### src/rtl/fetch_ctrl.sv
// Fetch controller: PC mux/enable, IF/ID stall/flush and imem request.
// Optional perf counters are built only when FETCH_CTRL_PERF_EN is defined.
module fetch_ctrl #(
    parameter int                    DATA_WIDTH   = 32,
    parameter logic [DATA_WIDTH-1:0] RESET_VECTOR = 32'hBFC00000
) (
    input  logic                  clk,
    input  logic                  rst_n,
    input  logic                  redirectE,
    input  logic [DATA_WIDTH-1:0] redirect_targetE,
    input  logic                  load_useD,
    input  logic                  imem_ready,
    output logic                  imem_req,
    output logic                  pc_en,
    output logic [1:0]            pc_sel,
    output logic [DATA_WIDTH-1:0] pc_target,
    output logic                  stallD,
    output logic                  flushD,
    output logic                  flushE,
    output logic                  fetch_valid,
    output logic                  misalign,
    output logic [31:0]           redirect_cnt,
    output logic [31:0]           stall_cnt
);

    typedef enum logic [1:0] {
        BOOT  = 2'b00,
        FETCH = 2'b01,
        WAIT  = 2'b10,
        PEND  = 2'b11
    } state_e;

    localparam logic [1:0] SEL_SEQ = 2'b00;
    localparam logic [1:0] SEL_TGT = 2'b01;
    localparam logic [1:0] SEL_RST = 2'b10;

    if (RESET_VECTOR[1:0] != 2'b00) begin : g_bad_rv
        $error("RESET_VECTOR must be word aligned");
    end

    state_e                state_q, state_d;
    logic [DATA_WIDTH-1:0] target_q, target_d;
    logic [DATA_WIDTH-1:0] tgt_raw;
    logic                  redir_acc;

    // State register and redirect-target latch.
    always_ff @(posedge clk or negedge rst_n) begin
        if (!rst_n) begin
            state_q  <= BOOT;
            target_q <= '0;
        end else begin
            state_q  <= state_d;
            target_q <= target_d;
        end
    end

    // Next state and state-decoded outputs.
    always_comb begin
        state_d     = state_q;
        target_d    = target_q;
        tgt_raw     = '0;
        imem_req    = 1'b0;
        pc_en       = 1'b0;
        pc_sel      = SEL_SEQ;
        stallD      = 1'b0;
        flushD      = 1'b0;
        flushE      = 1'b0;
        fetch_valid = 1'b0;
        unique case (state_q)
            BOOT: begin
                pc_en   = 1'b1;
                pc_sel  = SEL_RST;
                flushD  = 1'b1;
                flushE  = 1'b1;
                state_d = FETCH;
            end
            FETCH: begin
                imem_req = 1'b1;
                tgt_raw  = redirect_targetE;
                if (redirectE) begin
                    pc_en  = 1'b1;
                    pc_sel = SEL_TGT;
                    flushD = 1'b1;
                    flushE = 1'b1;
                end else if (load_useD) begin
                    stallD = 1'b1;
                    flushE = 1'b1;
                end else if (!imem_ready) begin
                    stallD  = 1'b1;
                    state_d = WAIT;
                end else begin
                    pc_en       = 1'b1;
                    fetch_valid = 1'b1;
                end
            end
            WAIT: begin
                imem_req = 1'b1;
                if (redirectE) begin
                    // PC stays put while a fetch is outstanding.
                    target_d = redirect_targetE;
                    flushD   = 1'b1;
                    flushE   = 1'b1;
                    state_d  = PEND;
                end else if (load_useD) begin
                    stallD = 1'b1;
                    flushE = 1'b1;
                end else if (imem_ready) begin
                    pc_en       = 1'b1;
                    fetch_valid = 1'b1;
                    state_d     = FETCH;
                end else begin
                    stallD = 1'b1;
                end
            end
            PEND: begin
                // Returning word belongs to the stale path; drop it.
                imem_req = 1'b1;
                tgt_raw  = target_q;
                if (redirectE) begin
                    target_d = redirect_targetE;
                    flushD   = 1'b1;
                    flushE   = 1'b1;
                end else if (imem_ready) begin
                    pc_en   = 1'b1;
                    pc_sel  = SEL_TGT;
                    state_d = FETCH;
                end
            end
            default: state_d = BOOT;
        endcase
    end

    assign pc_target = {tgt_raw[DATA_WIDTH-1:1], 1'b0};
    assign redir_acc = pc_en && (pc_sel == SEL_TGT);
    assign misalign  = redir_acc && tgt_raw[1];

`ifdef FETCH_CTRL_PERF_EN
    logic [31:0] redirect_cnt_q, redirect_cnt_d;
    logic [31:0] stall_cnt_q, stall_cnt_d;

    // Counter increments; wrap naturally at 2^32.
    always_comb begin
        redirect_cnt_d = redirect_cnt_q;
        stall_cnt_d    = stall_cnt_q;
        if (redir_acc) redirect_cnt_d = redirect_cnt_q + 32'd1;
        if (stallD)    stall_cnt_d    = stall_cnt_q + 32'd1;
    end

    // Counter registers.
    always_ff @(posedge clk or negedge rst_n) begin
        if (!rst_n) begin
            redirect_cnt_q <= '0;
            stall_cnt_q    <= '0;
        end else begin
            redirect_cnt_q <= redirect_cnt_d;
            stall_cnt_q    <= stall_cnt_d;
        end
    end

    assign redirect_cnt = redirect_cnt_q;
    assign stall_cnt    = stall_cnt_q;
`else
    assign redirect_cnt = '0;
    assign stall_cnt    = '0;
`endif

endmodule

### config.mk
export PLATFORM = sky130hd
export DESIGN_NAME = fetch_ctrl
export DESIGN_NICKNAME = d
export VERILOG_FILES = /design/src/rtl/fetch_ctrl.sv
export SDC_FILE = /design/constraint.sdc
export NUM_CORES = 1
export LEC_CHECK = 0
export ABC_CLOCK_PERIOD_IN_PS = 2700
export CAP_MARGIN = 20
export CORE_MARGIN = 10
export CORE_UTILIZATION = 41
export DETAILED_ROUTE_END_ITERATION = 7
export PLACE_DENSITY = 0.86
export SLEW_MARGIN = 10
export SYNTH_ARGS = -nofsm -noshare
export SYNTH_HDL_FRONTEND = slang
export SYNTH_SLANG_ARGS = --single-unit
export TNS_END_PERCENT = 20
### constraint.sdc
create_clock -name clk -period 2.7 [get_ports clk]
set_input_delay 0.54 -clock clk [delete_from_list [all_inputs] [get_ports clk]]
set_output_delay 0.54 -clock clk [all_outputs]
set_load 0.03 [all_outputs]
==> results of run 1 <==
[power by group through the flow]
stage | registers, W | logic [W] | clock network (W)
finish | 0.000915 | 0.00276 | 0.000358
global route | 0.000951 | 0.00294 | 0.000393
CTS | 0.000912 | 0.00278 | 0.000372
detailed placement | 0.000916 | 0.00277 | 0
global placement | 0.000896 | 0.00275 | 0
floorplan | 0.000872 | 0.00210 | 0
[metrics by stage]
| stage | power, W | hold slack [ns] |
|---|---|---|
| after floorplan | 0.00297 | 0.244 |
| after global placement | 0.00365 | 0.491 |
| after detailed placement | 0.00369 | 0.497 |
| after CTS | 0.00407 | 0.516 |
| after global routing | 0.00428 | 0.522 |
| final | 0.00403 | 0.512 |
[metal layers]
| layer | up-vias | GRT usage (%) | wire, microns |
|---|---|---|---|
| met2 | 91 | 20.4 | 2950 |
| li1 | 766 | - | - |
| met4 | 0 | 4.06 | 76 |
| met3 | 8 | 3.62 | 395 |
| met5 | - | 0 | 0 |
| met1 | 820 | 15.6 | 2720 |
[worst max-delay path: stages (launching register included)]
cell and delay (ns):
dfrtp_1 0.45, inv_1 0.09, ha_1 0.25, or2_2 0.28
clkdlybuf4s50_1 0.60
[final cells by class]
type	count	area, sq um
Fill cell	502	2650
Clock inverter	2	10.0
Inverter	5	18.8
Multi-Input combinational cell	161	1230
Sequential cell	33	826
Timing Repair Buffer	81	716
Clock buffer	6	72.6
Tap cell	72	90.1
[sequential cells by signal, summed over array words and instances, names as in the netlist]
| register | cells |
|---|---|
| state_q | 2 |
| target_q | 31 |
[how the worst max path moves through the flow]
stage | startpoint | to | slack [ns] | depth (start not counted)
6_report | state_q[0] | flushD | 0.19 | 4
5_1_grt | state_q[0] | flushD | 0.09 | 4
4_1_cts | state_q[0] | flushD | 0.17 | 4
3_5_place_dp | redirectE | flushD | 0.32 | 3
3_3_place_gp | redirectE | flushD | 0.32 | 3
2_1_floorplan | state_q[0] | pc_en | 0.14 | 4
[placed cells by master, fill, tap and decap left out, drive strengths merged, types with 2 or more instances in the layout]
cell type and count:
conb 65, nor3b 2, dfrtp 33, clkbuf 6, a21oi 4, nor2 2
buf 43, o21ai 3, clkdlybuf4s50 38, a22o 31, nand2 2, inv 5
ha 5, clkinv 2, nor3 3, mux2 31
[logic make-up after synthesis]
| kind of cell | after synthesis | share of synthesized area, % |
|---|---|---|
| compound gates | 46 | 15.8 |
| fa+ha+maj | 5 | 2.59 |
| buf+inv | 83 | 24.8 |
| flops | 33 | 34.2 |
| mux | 31 | 19.1 |
| other cells | 1 | 0.155 |
| simple gates | 14 | 3.32 |
==> impl_metrics.json, run 1 <==
{
  "hold_buffers": 0,
  "hold_start": "target_q[12]",
  "holdPathStages": 1,
  "drc": 0,
  "synth_area_leaders": "dfrtp_1 34%, buf_4 20%, mux2_4 19%",
  "drtAntennaViolNets": 0,
  "start_util_pct": 43.1,
  "cts_buffers": 5,
  "ys_warn_count": 0,
  "worstMarginPinSlew_ns": 0.604,
  "dp.cells": 352,
  "max_freq_ghz": 0.399,
  "wl_per_cell_microns": 17.1,
  "critPathKind": "flop to primary output",
  "gr-total-overflow": 0,
  "post_cts_buffers": 0,
  "layout.nets": 329,
  "finalWorstSetupSlack_ns": 0.194,
  "fin_crit_sh_pct": 92.8,
  "min_period_ns": 2.51,
  "async_flop_share_pct": 100,
  "seqPwrFrac_pct": 22.7,
  "dp_slack_ns": 0.318,
  "finalSetupViolCount": 0,
  "die_area_sq_um": 9360,
  "hold_end": "target_q[12]",
  "num_io_pins": 142,
  "required_ns": 2.16,
  "gp_congestion": 0.737,
  "hpwl_microns": 4650,
  "r2r_slack_ns": 0.54,
  "grt_pass1_vias": 1856,
  "clk_latency_ns": 0.28,
  "p_clk_share_pct": 8.9,
  "placed_area_sq_um": 2880,
  "cts.repair.resized": 0,
  "n_antenna_cell": 0,
  "htreeDepth": 2,
  "netlist_area_sq_um": 2410,
  "hp-class": "flop to flop",
  "synthCells": 213,
  "via_count": 1685,
  "power.internal_w": 0.00217,
  "cp_max_fo": 6,
  "power_density_nw_per_um2": 1360,
  "p_comb_share_pct": 68.4,
  "r2r-end": "target_q[7]",
  "slew_headroom_pct": 59.6,
  "p_sw_w": 0.00187,
  "cts_tree": "yes",
  "ctsLongestPathBuffers": 2,
  "status": "complete, no violations",
  "synth_most_common_cell": "buf_4",
  "firstDrtPassIters": 4,
  "reg2reg_depth": 5,
  "yosysSeqAreaShare_pct": 34.2,
  "wl_microns": 6140,
  "core_area_sq_um": 5610,
  "rsz0062_at_grt": "false",
  "synth_top_area_share_pct": 34.2,
  "fin_area_sq_um": 2960,
  "layout.cells.non_filler": 360,
  "switching_share_pct": 46.3,
  "portBuffers": 75,
  "ys_types": 31,
  "r2r_start": "state_q[0]",
  "hold_viol_final": 0,
  "ir_drop_mv": 0.855,
  "maxCapViolCount": 0,
  "cp.arrival_ns": 1.97,
  "synth_edf_count": 0,
  "synth_ff_type": "dfrtp_1",
  "cts-root-buf": "clkbuf_8",
  "routed_via_density": 4.68,
  "path_clk_slew_ns": 0.07,
  "fin_worst_skew_ns": 0.00317,
  "clock_sinks": 33,
  "die_y_microns": 96.7,
  "grt_max_degree": 34,
  "grtUsageTotal_pct": 12.6,
  "syn_area_per_cell_sq_um": 11.3,
  "syn2layout_area_growth_pct": 22.7,
  "drive_above_1_share_pct": 28.8,
  "drt-initial-drc-count": 87,
  "critPathCaptureType": "primary output",
  "yosys.area.top_type": "dfrtp_1",
  "antenna_found_initial": 0,
  "die_w_microns": 96.7,
  "final_util_pct": 52.8,
  "synth_common_cells": "65 x buf_4, 33 x dfrtp_1, 31 x a22o_1, 30 x mux2_4",
  "placement_rows": 27,
  "drv_slew": 0,
  "critPathLaunchType": "flop",
  "tns_ns": 0,
  "grt_first_pass_wirelength_microns": 10000,
  "p_leak_nw": 1.53,
  "ys_ff_latch": 33
}
(Power assumes the default switching activity.)
==> inputs of run 2 (changes only) <==
--- a/config.mk
+++ b/config.mk
@@ -7,11 +7,10 @@
 export LEC_CHECK = 0
 export ABC_CLOCK_PERIOD_IN_PS = 2700
 export CAP_MARGIN = 20
-export CORE_MARGIN = 10
 export CORE_UTILIZATION = 41
 export DETAILED_ROUTE_END_ITERATION = 7
 export PLACE_DENSITY = 0.86
-export SLEW_MARGIN = 10
+export SLEW_MARGIN = 0
 export SYNTH_ARGS = -nofsm -noshare
 export SYNTH_HDL_FRONTEND = slang
 export SYNTH_SLANG_ARGS = --single-unit
==> run 2 against run 1 <==
Effect of this change: count of clock-buffer cells in the layout is 1 lower; sequential cell count stayed put; final cell count is 0.28% higher; wire length is 24% lower; worst setup slack worse by 0.088 ns; critical path depth stayed put; maximum frequency is 3.4% lower; global-route usage is 2.7 points higher; cell area is 0.30% higher; utilization is 0.16 points higher; critical endpoint is now stallD; highest routed layer unchanged.
==> impl_metrics.json, run 2 (same netlist as run 1, synthesis figures left out) <==
{
  "cp.arrival_ns": 2.05,
  "post_cts_buffers": 0,
  "gr-total-overflow": 0,
  "finalSetupViolCount": 0,
  "die_y_microns": 78.7,
  "total_power_w": 0.00400,
  "syn2layout_area_growth_pct": 23.1,
  "cts_tree": "yes",
  "largestRegisters": "target_q x31, state_q x2",
  "num_io_pins": 142,
  "drc": 0,
  "critPathLaunchType": "flop",
  "cts.repair.resized": 0,
  "drv_slew": 0,
  "grt_first_pass_wirelength_microns": 7340,
  "n_antenna_cell": 0,
  "firstDrtPassIters": 4,
  "clock_sinks": 33,
  "cp_max_fo": 6,
  "critPathCaptureType": "primary output",
  "hp-class": "input port to async pin",
  "ir_drop_mv": 0.697,
  "layout.nets": 330,
  "cts-root-buf": "clkbuf_8",
  "p_leak_nw": 1.53,
  "wl_microns": 4680,
  "power.internal_w": 0.00217,
  "routed_via_density": 4.58,
  "slew_headroom_pct": 51.6,
  "switching_share_pct": 45.7,
  "regMostFlops": "target_q",
  "rsz0062_at_grt": "false",
  "required_ns": 2.16,
  "wl_per_cell_microns": 13.0,
  "critPathKind": "flop to primary output",
  "min_period_ns": 2.59,
  "p_sw_w": 0.00183,
  "portBuffers": 75,
  "path_clk_slew_ns": 0.07,
  "cts_buffers": 5,
  "antenna_found_initial": 0,
  "layout_common_cells": "65 x conb_1, 42 x buf_4, 38 x clkdlybuf4s50_1, 33 x dfrtp_1, 31 x a22o_1",
  "hold_buffers": 0,
  "grt_max_degree": 34,
  "via_count": 1655,
  "fin_worst_skew_ns": 0.00253,
  "drt-initial-drc-count": 27,
  "drive_above_1_share_pct": 29.4,
  "largest_register_ffs": 31,
  "core_area_sq_um": 5610,
  "placement_rows": 27,
  "status": "complete, no violations",
  "n_fill_cell": 506,
  "grt_pass1_vias": 1539,
  "worstMarginPinSlew_ns": 0.726,
  "hold_viol_final": 0,
  "drtAntennaViolNets": 0,
  "die_area_sq_um": 6200,
  "tns_ns": 0,
  "layout_commonest_cell": "conb_1",
  "grtUsageTotal_pct": 15.3,
  "ctsLongestPathBuffers": 2,
  "gp_congestion": 0.788,
  "p_clk_share_pct": 8.9,
  "die_w_microns": 78.7,
  "fin_crit_sh_pct": 96.1,
  "max_freq_ghz": 0.386,
  "start_util_pct": 43.1,
  "htreeDepth": 2,
  "p_comb_share_pct": 68.3,
  "maxCapViolCount": 0,
  "clk_latency_ns": 0.28,
  "hpwl_microns": 3360,
  "seqPwrFrac_pct": 22.8,
  "power_density_nw_per_um2": 1350
}
-- run 2: per-stage QoR --
stage / utilization (%) / instances / setup slack [ns] / area, sq um / hold WS, ns
detailed placement: 51.5 / 353 / 0.189 / 2890 / 0.496
finish: 53.0 / 361 / 0.107 / 2970 / 0.312
floorplan: - / 277 / 0.144 / 2660 / 0.244
global route: 53.0 / 361 / 0.0340 / 2970 / 0.367
global placement: 51.5 / 353 / 0.180 / 2890 / 0.491
CTS: 53.0 / 361 / 0.0831 / 2970 / 0.335
-- run 2: worst max-delay path: stages, from the launching register on --
cell and delay [ns]:
dfrtp_1 0.44, inv_1 0.10, ha_1 0.34, nor3b_1 0.19, clkdlybuf4s50_1 0.69
-- run 2: cell type report --
| class | instances | area, sq um | area share (%) |
|---|---|---|---|
| Clock buffer | 5 | 68.8 | 2.32 |
| Timing Repair Buffer | 82 | 721 | 24.3 |
| Sequential cell | 33 | 826 | 27.8 |
| Tap cell | 72 | 90.1 | 3.03 |
| Clock inverter | 3 | 17.5 | 0.589 |
| Multi-Input combinational cell | 161 | 1230 | 41.4 |
| Inverter | 5 | 18.8 | 0.632 |
-- run 2: worst paths after layout --
kind	startpoint	endpoint	slack, ns	depth (start not counted)
min in group clk	target_q[27]	target_q[27]	0.51	1
worst max register to register	state_q[0]	target_q[25]	0.50	5
max in group asynchronous	rst_n	target_q[31]	1.92	1
worst max-delay path	state_q[0]	stallD	0.11	4
worst min register to register	target_q[27]	target_q[27]	0.51	1
worst min-delay path	rst_n	target_q[13]	0.31	1
-- run 2: routing by layer --
layer | vias up | track usage, % | share of wire, %
met3 | 7 | 4.02 | 7.1
met2 | 80 | 26.2 | 49
met1 | 800 | 18.5 | 43
met5 | - | 0 | 0
li1 | 768 | - | -
met4 | 0 | 5.00 | 1.2
-- run 2: power groups by stage --
stage	sequential [W]	clock, W	combinational (W)
2_1_floorplan	0.000872	0	0.00210
3_3_place_gp	0.000898	0	0.00271
3_5_place_dp	0.000912	0	0.00274
4_1_cts	0.000908	0.000377	0.00276
5_1_grt	0.000945	0.000402	0.00290
6_report	0.000911	0.000356	0.00273
==> inputs of run 3 (changes only) <==
--- a/config.mk
+++ b/config.mk
@@ -5,11 +5,10 @@
 export SDC_FILE = /design/constraint.sdc
 export NUM_CORES = 1
 export LEC_CHECK = 0
-export ABC_CLOCK_PERIOD_IN_PS = 2700
 export CAP_MARGIN = 20
-export CORE_UTILIZATION = 41
+export CORE_UTILIZATION = 35
 export DETAILED_ROUTE_END_ITERATION = 7
-export PLACE_DENSITY = 0.86
+export PLACE_DENSITY = 0.78
 export SLEW_MARGIN = 0
 export SYNTH_ARGS = -nofsm -noshare
 export SYNTH_HDL_FRONTEND = slang
==> constraint.sdc (replaced) <==
create_clock -name clk -period 2.3 [get_ports clk]
set_input_delay 0.46 -clock clk [delete_from_list [all_inputs] [get_ports clk]]
set_output_delay 0.46 -clock clk [all_outputs]
set_load 0.03 [all_outputs]
==> run 3 against run 2 <==
Effect of this change: global-route usage decreased by 2.0 points; register-to-register slack got worse by 0.08 ns; power increased by 20%; clock power is 35% higher; critical path depth decreased by 1; cell area up 0.88%; via count is essentially flat; die area increased by 17%; wire length increased by 1.1%; first-iteration DRC count grew 120%; worst hold slack lost 0.072 ns; largest power group unchanged.
==> impl_metrics.json, run 3 (same netlist as run 1, synthesis figures left out) <==
{
  "total_power_w": 0.00479,
  "min_period_ns": 2.19,
  "critPathCaptureType": "primary output",
  "cts_tree": "yes",
  "drt-initial-drc-count": 60,
  "hpwl_microns": 3420,
  "n_antenna_cell": 0,
  "rsz0062_at_grt": "false",
  "path_clk_slew_ns": 0.07,
  "firstDrtPassIters": 4,
  "die_area_sq_um": 7240,
  "cp_max_fo": 5,
  "required_ns": 1.84,
  "cp.arrival_ns": 1.73,
  "slowest_stage": "clkdlybuf4s50_1",
  "status": "complete, no violations",
  "layout.nets": 330,
  "clock_sinks": 33,
  "regMostFlops": "target_q",
  "die_w_microns": 85.1,
  "largest_register_ffs": 31,
  "clk_latency_ns": 0.28,
  "grt_first_pass_wirelength_microns": 7640,
  "hold_viol_final": 0,
  "wl_microns": 4740,
  "placement_rows": 29,
  "drc": 0,
  "p_leak_nw": 1.54,
  "critPathKind": "flop to primary output",
  "cts_buffers": 5,
  "finalSetupViolCount": 0,
  "r2r_start": "state_q[0]",
  "grtUsageTotal_pct": 13.3,
  "layout.cells.non_filler": 366,
  "wl_per_cell_microns": 12.9,
  "drive_above_1_share_pct": 30.1,
  "crit_path_cell_trace": "inv_1 -> ha_1 -> clkdlybuf4s50_1",
  "tns_ns": 0,
  "syn2layout_area_growth_pct": 24.1,
  "largestRegisters": "target_q x31, state_q x2",
  "ctsLongestPathBuffers": 2,
  "r2r-end": "target_q[27]",
  "finalWorstSetupSlack_ns": 0.106,
  "critPathLaunch": "state_q[1]",
  "via_count": 1654,
  "num_io_pins": 142,
  "antenna_found_initial": 0,
  "drv_slew": 0,
  "worstMarginPinSlew_ns": 0.741,
  "start_util_pct": 37.2,
  "post_cts_buffers": 0,
  "max_freq_ghz": 0.456,
  "dp_slack_ns": 0.0901,
  "critPathLaunchType": "flop",
  "path_buf_inv": 2,
  "hp-class": "input port to async pin",
  "portBuffers": 75,
  "crit_family": "buffers and inverters",
  "slowest_delay_ns": 0.69,
  "gr-total-overflow": 0,
  "cp_num_cells": 3,
  "dp.cells": 358,
  "ir_drop_mv": 0.608,
  "core_area_sq_um": 6490,
  "fin_crit_sh_pct": 95.4,
  "layout_commonest_cell": "conb_1",
  "die_y_microns": 85.1,
  "slew_headroom_pct": 50.6,
  "grt_max_degree": 34,
  "grt_pass1_vias": 1550,
  "hold_buffers": 0,
  "gp_congestion": 0.697,
  "drtAntennaViolNets": 0,
  "worstSetupEndpoint": "pc_sel[1]",
  "maxCapViolCount": 0,
  "reg2reg_depth": 5,
  "fin_worst_skew_ns": 0.00571,
  "routed_via_density": 4.52,
  "r2r_slack_ns": 0.42,
  "power_density_nw_per_um2": 1600,
  "htreeDepth": 2,
  "cts-root-buf": "clkbuf_8",
  "layout_common_cells": "65 x conb_1, 41 x buf_4, 35 x clkdlybuf4s50_1, 33 x dfrtp_1, 31 x a22o_1"
}
## run 3: cell count changes in the layout (fill, tap and decap cells not counted), sizes merged
cell,delta
buf,+1
clkinvlp,-1
clkinv,-1
clkdlybuf4s50,-3
dlygate4sd2,+2
clkbuf,+2
## run 3: worst min path at each step
stage	from	endpoint	slack (ns)	depth (start not counted)
global placement	target_q[27]	target_q[27]	0.49	1
global route	rst_n	target_q[21]	0.30	1
detailed placement	target_q[6]	target_q[6]	0.49	1
finish	rst_n	target_q[21]	0.24	1
floorplan	rst_n	state_q[0]	0.16	0
CTS	rst_n	target_q[16]	0.26	1
## run 3: cell type report
cell class	count	area, sq um
flip-flops and latches	33	826
well taps	77	96.3
repair buffers	82	723
clock inverters	1	5.00
fillers	596	3500
multi-input cells	161	1230
inverters	5	18.8
clock buffers	7	96.3
## run 3: routing by layer
| layer | track usage, % | vias up | part of all wire [%] | wire length [microns] |
|---|---|---|---|---|
| li1 | - | 771 | - | - |
| met1 | 16.5 | 799 | 43 | 2030 |
| met2 | 22.4 | 79 | 49 | 2340 |
| met3 | 3.21 | 5 | 6.6 | 311 |
| met4 | 4.62 | 0 | 1.0 | 49 |
| met5 | 0 | - | 0 | 0 |
## run 3: report_power, final
| part | internal (W) | switching, W | total [W] |
|---|---|---|---|
| sequential | 0.000885 | 0.000190 | 0.00107 |
| clock | 0.000270 | 0.000209 | 0.000479 |
| combinational | 0.00147 | 0.00176 | 0.00324 |
## run 3: what timing repair did
| item | in CTS | in global routing |
|---|---|---|
| gates resized for setup | 2 | 3 |
| endpoints found under the setup margin | 2 | 12 |
| pin swaps | 0 | 0 |
## run 3: per-stage QoR
step	utilization, %	cell area [sq um]	hold WS (ns)
after CTS	46.0	2990	0.262
final	46.2	3000	0.241
after global placement	44.5	2890	0.489
after global routing	46.2	3000	0.299
after floorplan	-	2660	0.164
after detailed placement	44.5	2890	0.493
